**src/rtl/ebtb_pkg.sv**
```systemverilog
// Shared symbol codes and link-state encoding for the 8b/10b transmit link controller.
package ebtb_pkg;

    localparam logic [7:0] K_IDLE  = 8'hBC;  // K.28.5 idle / comma / fill
    localparam logic [7:0] K_SOF   = 8'hFB;  // K.27.7
    localparam logic [7:0] K_EOF   = 8'hFD;  // K.29.7
    localparam logic [7:0] K_ABORT = 8'hFE;  // K.30.7

    typedef enum logic [2:0] {
        StDisabled,
        StSync,
        StIdle,
        StData,
        StEof,
        StAbort
    } link_state_e;

endpackage

```
**src/rtl/tx_link_ctrl.sv**
```systemverilog
// Transmit link framer: emits one registered symbol per clock toward an external 8b/10b
// encoder, wrapping requester bytes in SOF/EOF with idle gaps and periodic comma insertion.
module tx_link_ctrl
    import ebtb_pkg::*;
#(
    parameter int unsigned SYNC_CNT     = 4,
    parameter int unsigned IDLE_GAP     = 2,
    parameter int unsigned ALIGN_PERIOD = 256
) (
    input  logic        clk,
    input  logic        reset,
    input  logic        en,
    input  logic        s_valid,
    input  logic [7:0]  s_data,
    input  logic        s_last,
    output logic        s_ready,
    output logic        enc_k,
    output logic [7:0]  enc_eb,
    input  logic        enc_k_err,
    output logic        err,
    output logic [15:0] frm_cnt
);

    localparam int unsigned SW = (SYNC_CNT > 1) ? $clog2(SYNC_CNT) : 1;
    localparam int unsigned GW = (IDLE_GAP > 0) ? $clog2(IDLE_GAP + 1) : 1;
    localparam int unsigned AW = (ALIGN_PERIOD > 0) ? $clog2(ALIGN_PERIOD + 1) : 1;

    localparam logic [SW-1:0] SYNC_LAST = SW'(SYNC_CNT - 1);
    localparam logic [GW-1:0] GAP_MAX   = GW'(IDLE_GAP);
    localparam logic [AW-1:0] ALIGN_MAX = AW'(ALIGN_PERIOD);

    link_state_e r_state;
    logic          r_enc_k;
    logic [7:0]    r_enc_eb;
    logic          r_err;
    logic [15:0]   r_frm_cnt;
    logic [SW-1:0] r_sync;
    logic [GW-1:0] r_gap;
    logic [AW-1:0] r_align;

    logic w_align_due;
    logic w_gap_met;

    assign w_align_due = (r_align == ALIGN_MAX);
    assign w_gap_met   = (r_gap >= GAP_MAX);

    // en low wins over a pending byte, so readiness is withdrawn combinationally.
    assign s_ready = !reset && en && (r_state == StData) && !w_align_due;

    assign enc_k   = r_enc_k;
    assign enc_eb  = r_enc_eb;
    assign err     = r_err;
    assign frm_cnt = r_frm_cnt;

    always_ff @(posedge clk) begin
        if (reset) begin
            r_state   <= StDisabled;
            r_enc_k   <= 1'b1;
            r_enc_eb  <= K_IDLE;
            r_err     <= 1'b0;
            r_frm_cnt <= '0;
            r_sync    <= '0;
            r_gap     <= '0;
            r_align   <= '0;
        end else begin
            r_err    <= r_err | enc_k_err;
            r_enc_k  <= 1'b1;
            r_enc_eb <= K_IDLE;

            unique case (r_state)
                StDisabled: begin
                    r_gap <= '0;
                    if (en) begin
                        r_state <= StSync;
                        r_sync  <= '0;
                    end
                end

                StSync: begin
                    if (!en) begin
                        r_state <= StDisabled;
                    end else if (r_sync == SYNC_LAST) begin
                        r_state <= StIdle;
                    end else begin
                        r_sync <= r_sync + 1'b1;
                    end
                end

                StIdle: begin
                    if (!en) begin
                        r_state <= StDisabled;
                    end else if (s_valid && w_gap_met) begin
                        r_enc_eb <= K_SOF;
                        r_state  <= StData;
                        r_align  <= '0;
                    end else if (!w_gap_met) begin
                        r_gap <= r_gap + 1'b1;
                    end
                end

                StData: begin
                    if (!en) begin
                        r_enc_eb <= K_ABORT;
                        r_state  <= StAbort;
                    end else if (s_valid && !w_align_due) begin
                        r_enc_k  <= 1'b0;
                        r_enc_eb <= s_data;
                        r_align  <= r_align + 1'b1;
                        if (s_last) begin
                            r_state <= StEof;
                        end
                    end else begin
                        // Fill symbol doubles as the forced comma, restarting the run.
                        r_align <= '0;
                    end
                end

                StEof: begin
                    r_enc_eb  <= K_EOF;
                    r_frm_cnt <= r_frm_cnt + 16'd1;
                    r_gap     <= '0;
                    r_state   <= StIdle;
                end

                StAbort: begin
                    r_state <= StDisabled;
                end

                default: begin
                    r_state <= StDisabled;
                end
            endcase
        end
    end

endmodule
```
**config.mk**
```make
export PLATFORM = sky130hd
export DESIGN_NAME = tx_link_ctrl
export DESIGN_NICKNAME = d
export VERILOG_FILES = /design/src/rtl/ebtb_pkg.sv /design/src/rtl/tx_link_ctrl.sv
export SDC_FILE = /design/constraint.sdc
export NUM_CORES = 1
export LEC_CHECK = 0
export ABC_AREA = 0
export CAP_MARGIN = 0
export CORE_ASPECT_RATIO = 1.2
export CORE_UTILIZATION = 29
export CTS_CLUSTER_DIAMETER = 30
export DETAILED_ROUTE_END_ITERATION = 16
export PLACE_DENSITY = 0.54
export SLEW_MARGIN = 20
export SYNTH_ARGS = -nofsm -noshare
export SYNTH_HDL_FRONTEND = slang
export SYNTH_SLANG_ARGS = --single-unit
```
**constraint.sdc**
```tcl
create_clock -name clk -period 1.61 [get_ports clk]
set_clock_uncertainty 0.1 [all_clocks]
set_input_delay 0.483 -clock clk [delete_from_list [all_inputs] [get_ports clk]]
set_output_delay 0.483 -clock clk [all_outputs]
set_load 0.01 [all_outputs]
```
==> flow_metrics.py <==
metrics = {
    "run_status": {
        "outcome": "complete, but fails checks",
        "violations": "setup timing",
    },
    "global_routing": {
        "grt_first_pass_wirelength_mm": 8.95,
        "grt_max_degree": 15,
        "grt_pass1_vias": 1944,
        "grt_overflow_total": 0,
        "antenna_found_initial": 0,
        "track_usage_pct": 15.9,
    },
    "routing": {
        "routed_via_density": 4.83,
        "finalWirelength_mm": 5.46,
        "drtAntennaViolNets": 0,
        "drt_pass1_iterations": 4,
        "post_drt_wl_per_cell_um": 13.1,
        "dr.first_iter.drc_count": 81,
        "drcViolationCount": 0,
        "num_vias": 2008,
    },
    "timing": {
        "worst_slew_pin_slew_ns": 0.338,
        "timing.final.crit_share_pct": 121,
        "max_clock_freq_mhz": 515,
        "worst_slack_ns": -0.332,
        "maxSlewHeadroom_pct": 77.4,
        "setup_violations": 27,
        "rsz0062_at_grt": "yes",
        "hold_viol_final": 0,
        "slew_viol_final": 0,
        "tns_ns": -2.18,
        "worst_hold_slack_ns": 0.371,
        "fin_crit_ns": 1.94,
    },
    "floorplanning": {
        "rows": 32,
        "die-area_sq_mm": 0.00729,
        "core_sq_mm": 0.00657,
        "initial_core_util_pct": 30.7,
        "io-pin-count": 41,
        "dieWidth_um": 78.1,
        "fp.dieH_um": 93.4,
    },
    "setup_path": {
        "worst-path-buf-inv": 1,
        "crit_type": "flop to output port",
        "crit_fanout": 2,
        "crit_path_top_delay_cell": "or3_4",
        "crit_family": "simple AND/OR/NAND/NOR gates",
        "cp_num_cells": 4,
        "cp-start-kind": "flop",
        "critPathMaxStageDelay_ns": 0.38,
        "crit-reg2reg-launch": "r_align[1]",
        "path_cells": "nand2b_4 -> or3_4 -> a21oi_4 -> buf_6",
        "end_kind": "output port",
        "rr_worst_depth": 9,
        "cp_data_arrival_time_ns": 1.36,
        "startpoint": "r_state[2]",
        "required_ns": 1.03,
    },
    "synth": {
        "syn_avg_cell_area_sq_um": 8.62,
        "syn_nets": 253,
        "ys_seq_elements": 42,
        "synth_ff_type": "dfxtp_1",
        "synth_edf_count": 0,
        "ys_seq_area_share_pct": 41.7,
        "ys_types": 48,
        "synthArstFlopShare_pct": 0,
        "yosys_warnings": 0,
        "syn_area_sq_mm": 0.00202,
        "syn_inst": 234,
    },
    "place": {
        "place_area_sq_mm": 0.00289,
        "dpl.cell_count": 399,
        "dp_hpwl_mm": 3.76,
        "globalplace.congestion": 0.725,
        "portBuffers": 40,
        "dp_slack_ns": -1.05,
    },
    "power": {
        "vdd_drop_max_mv": 0.348,
        "total_power_mw": 2.00,
        "power.density_mw_per_mm2": 609,
        "leakage_nw": 1.32,
    },
    "finish": {
        "stdcell_count": 416,
        "register_area_sq_um": 855,
        "final_nets": 349,
        "utilization_pct": 50.1,
        "n_fill_cell": 644,
        "final_common_cell": "buf_4",
        "layout_common_cells": "buf_4 (51), dfxtp_1 (31), dlygate4sd2_1 (26), nor2_1 (22), a21oi_1 (13)",
        "drive_gt1_share_pct": 35.3,
        "multiInputGateArea_sq_mm": 0.00130,
        "finalInstanceArea_sq_mm": 0.00329,
        "synthToLayoutAreaGrowth_pct": 63.0,
        "diodes": 0,
    },
    "clock_tree": {
        "cts_hold_buf": 0,
        "h-tree-depth": 2,
        "clk_path_buf_depth": 2,
        "cts_made_buffers": 5,
        "insertion_delay_ns": 0.30,
        "clkSinkCount": 42,
        "clk_pin_slew_ns": 0.08,
        "clockRootBuffer": "clkbuf_8",
        "cts_tree": "done",
    },
    "min_path": {
        "hold_path_class": "flop to flop",
        "whs_path_depth": 2,
        "min-delay-start": "err",
    },
    "run": {
        "max_cap_viol_count": 0,
    },
}
[sequential cells by signal, summed over array words and instances, names as in the netlist]
name     flops
enc_k        1
frm_cnt     16
r_state      3
enc_eb       8
r_align      9
err          1
r_gap        2
r_sync       2
[worst min-delay path, stage by stage (launching register included)]
cell	delay (ns)
dfxtp_1	0.33
nor2_1	0.04
nor2_1	0.07
[worst paths after layout]
kind	slack, ns	endpoint
setup / recovery	-0.33	s_ready
hold / removal	0.37	err
setup reg to reg	-0.15	r_align[2]
hold reg to reg	0.37	err
[repair_timing]
item	in CTS	in global routing
hold endpoints to repair	0	0
gates resized for setup	71	18
gates cloned	2	0
pin swaps	22	12
setup buffers	6	1
setup endpoints to repair	59	34
[synth_stat cells, types with 5 or more instances]
cell type,n,area [sq um]
o21ai_0,10,50.1
dfxtp_1,42,841
xor2_1,5,43.8
or3_1,6,37.5
a31oi_1,13,81.3
nand4_1,5,31.3
and2_1,5,31.3
nand3_1,12,60.1
a21oi_1,19,95.1
nand2b_1,5,31.3
clkbuf_1,5,18.8
nor2_1,22,82.6
nand2_1,12,45.0
ha_1,5,62.6
inv_1,11,41.3
[layer usage]
| layer | GRT usage, % | part of all wire [%] | routed length [um] | up-vias |
|---|---|---|---|---|
| li1 | - | - | - | 1049 |
| met1 | 18.7 | 44 | 2420 | 913 |
| met2 | 27.3 | 51 | 2780 | 41 |
| met3 | 4.39 | 3.4 | 188 | 5 |
| met4 | 6.02 | 1.4 | 74 | 0 |
| met5 | 0 | 0 | 0 | - |
[logic make-up after synthesis]
family,after synthesis,share of synthesized area [%]
XOR/XNOR,8,3.47
AO/OA/AOI/OAI,60,18.3
adder cells (fa/ha/maj),5,3.10
flip-flops,42,41.7
multiplexers,1,0.496
buffers and inverters,22,5.15
AND/OR/NAND/NOR,96,27.8
[where the power goes]
part / leakage, nW / internal, mW / switching [mW]
Combinational: 0.924 / 0.0648 / 0.0517
Sequential: 0.345 / 1.04 / 0.00227
Clock: 0.0524 / 0.465 / 0.376
Total: 1.32 / 1.57 / 0.430
[cell type report]
class / count / area share, %
Tap cell: 85 / 3.24
Multi-Input combinational cell: 170 / 39.5
Inverter: 11 / 1.26
Clock inverter: 1 / 0.914
Sequential cell: 42 / 26.0
Clock buffer: 7 / 2.32
Timing Repair Buffer: 100 / 26.8
(Power assumes the default switching activity.)
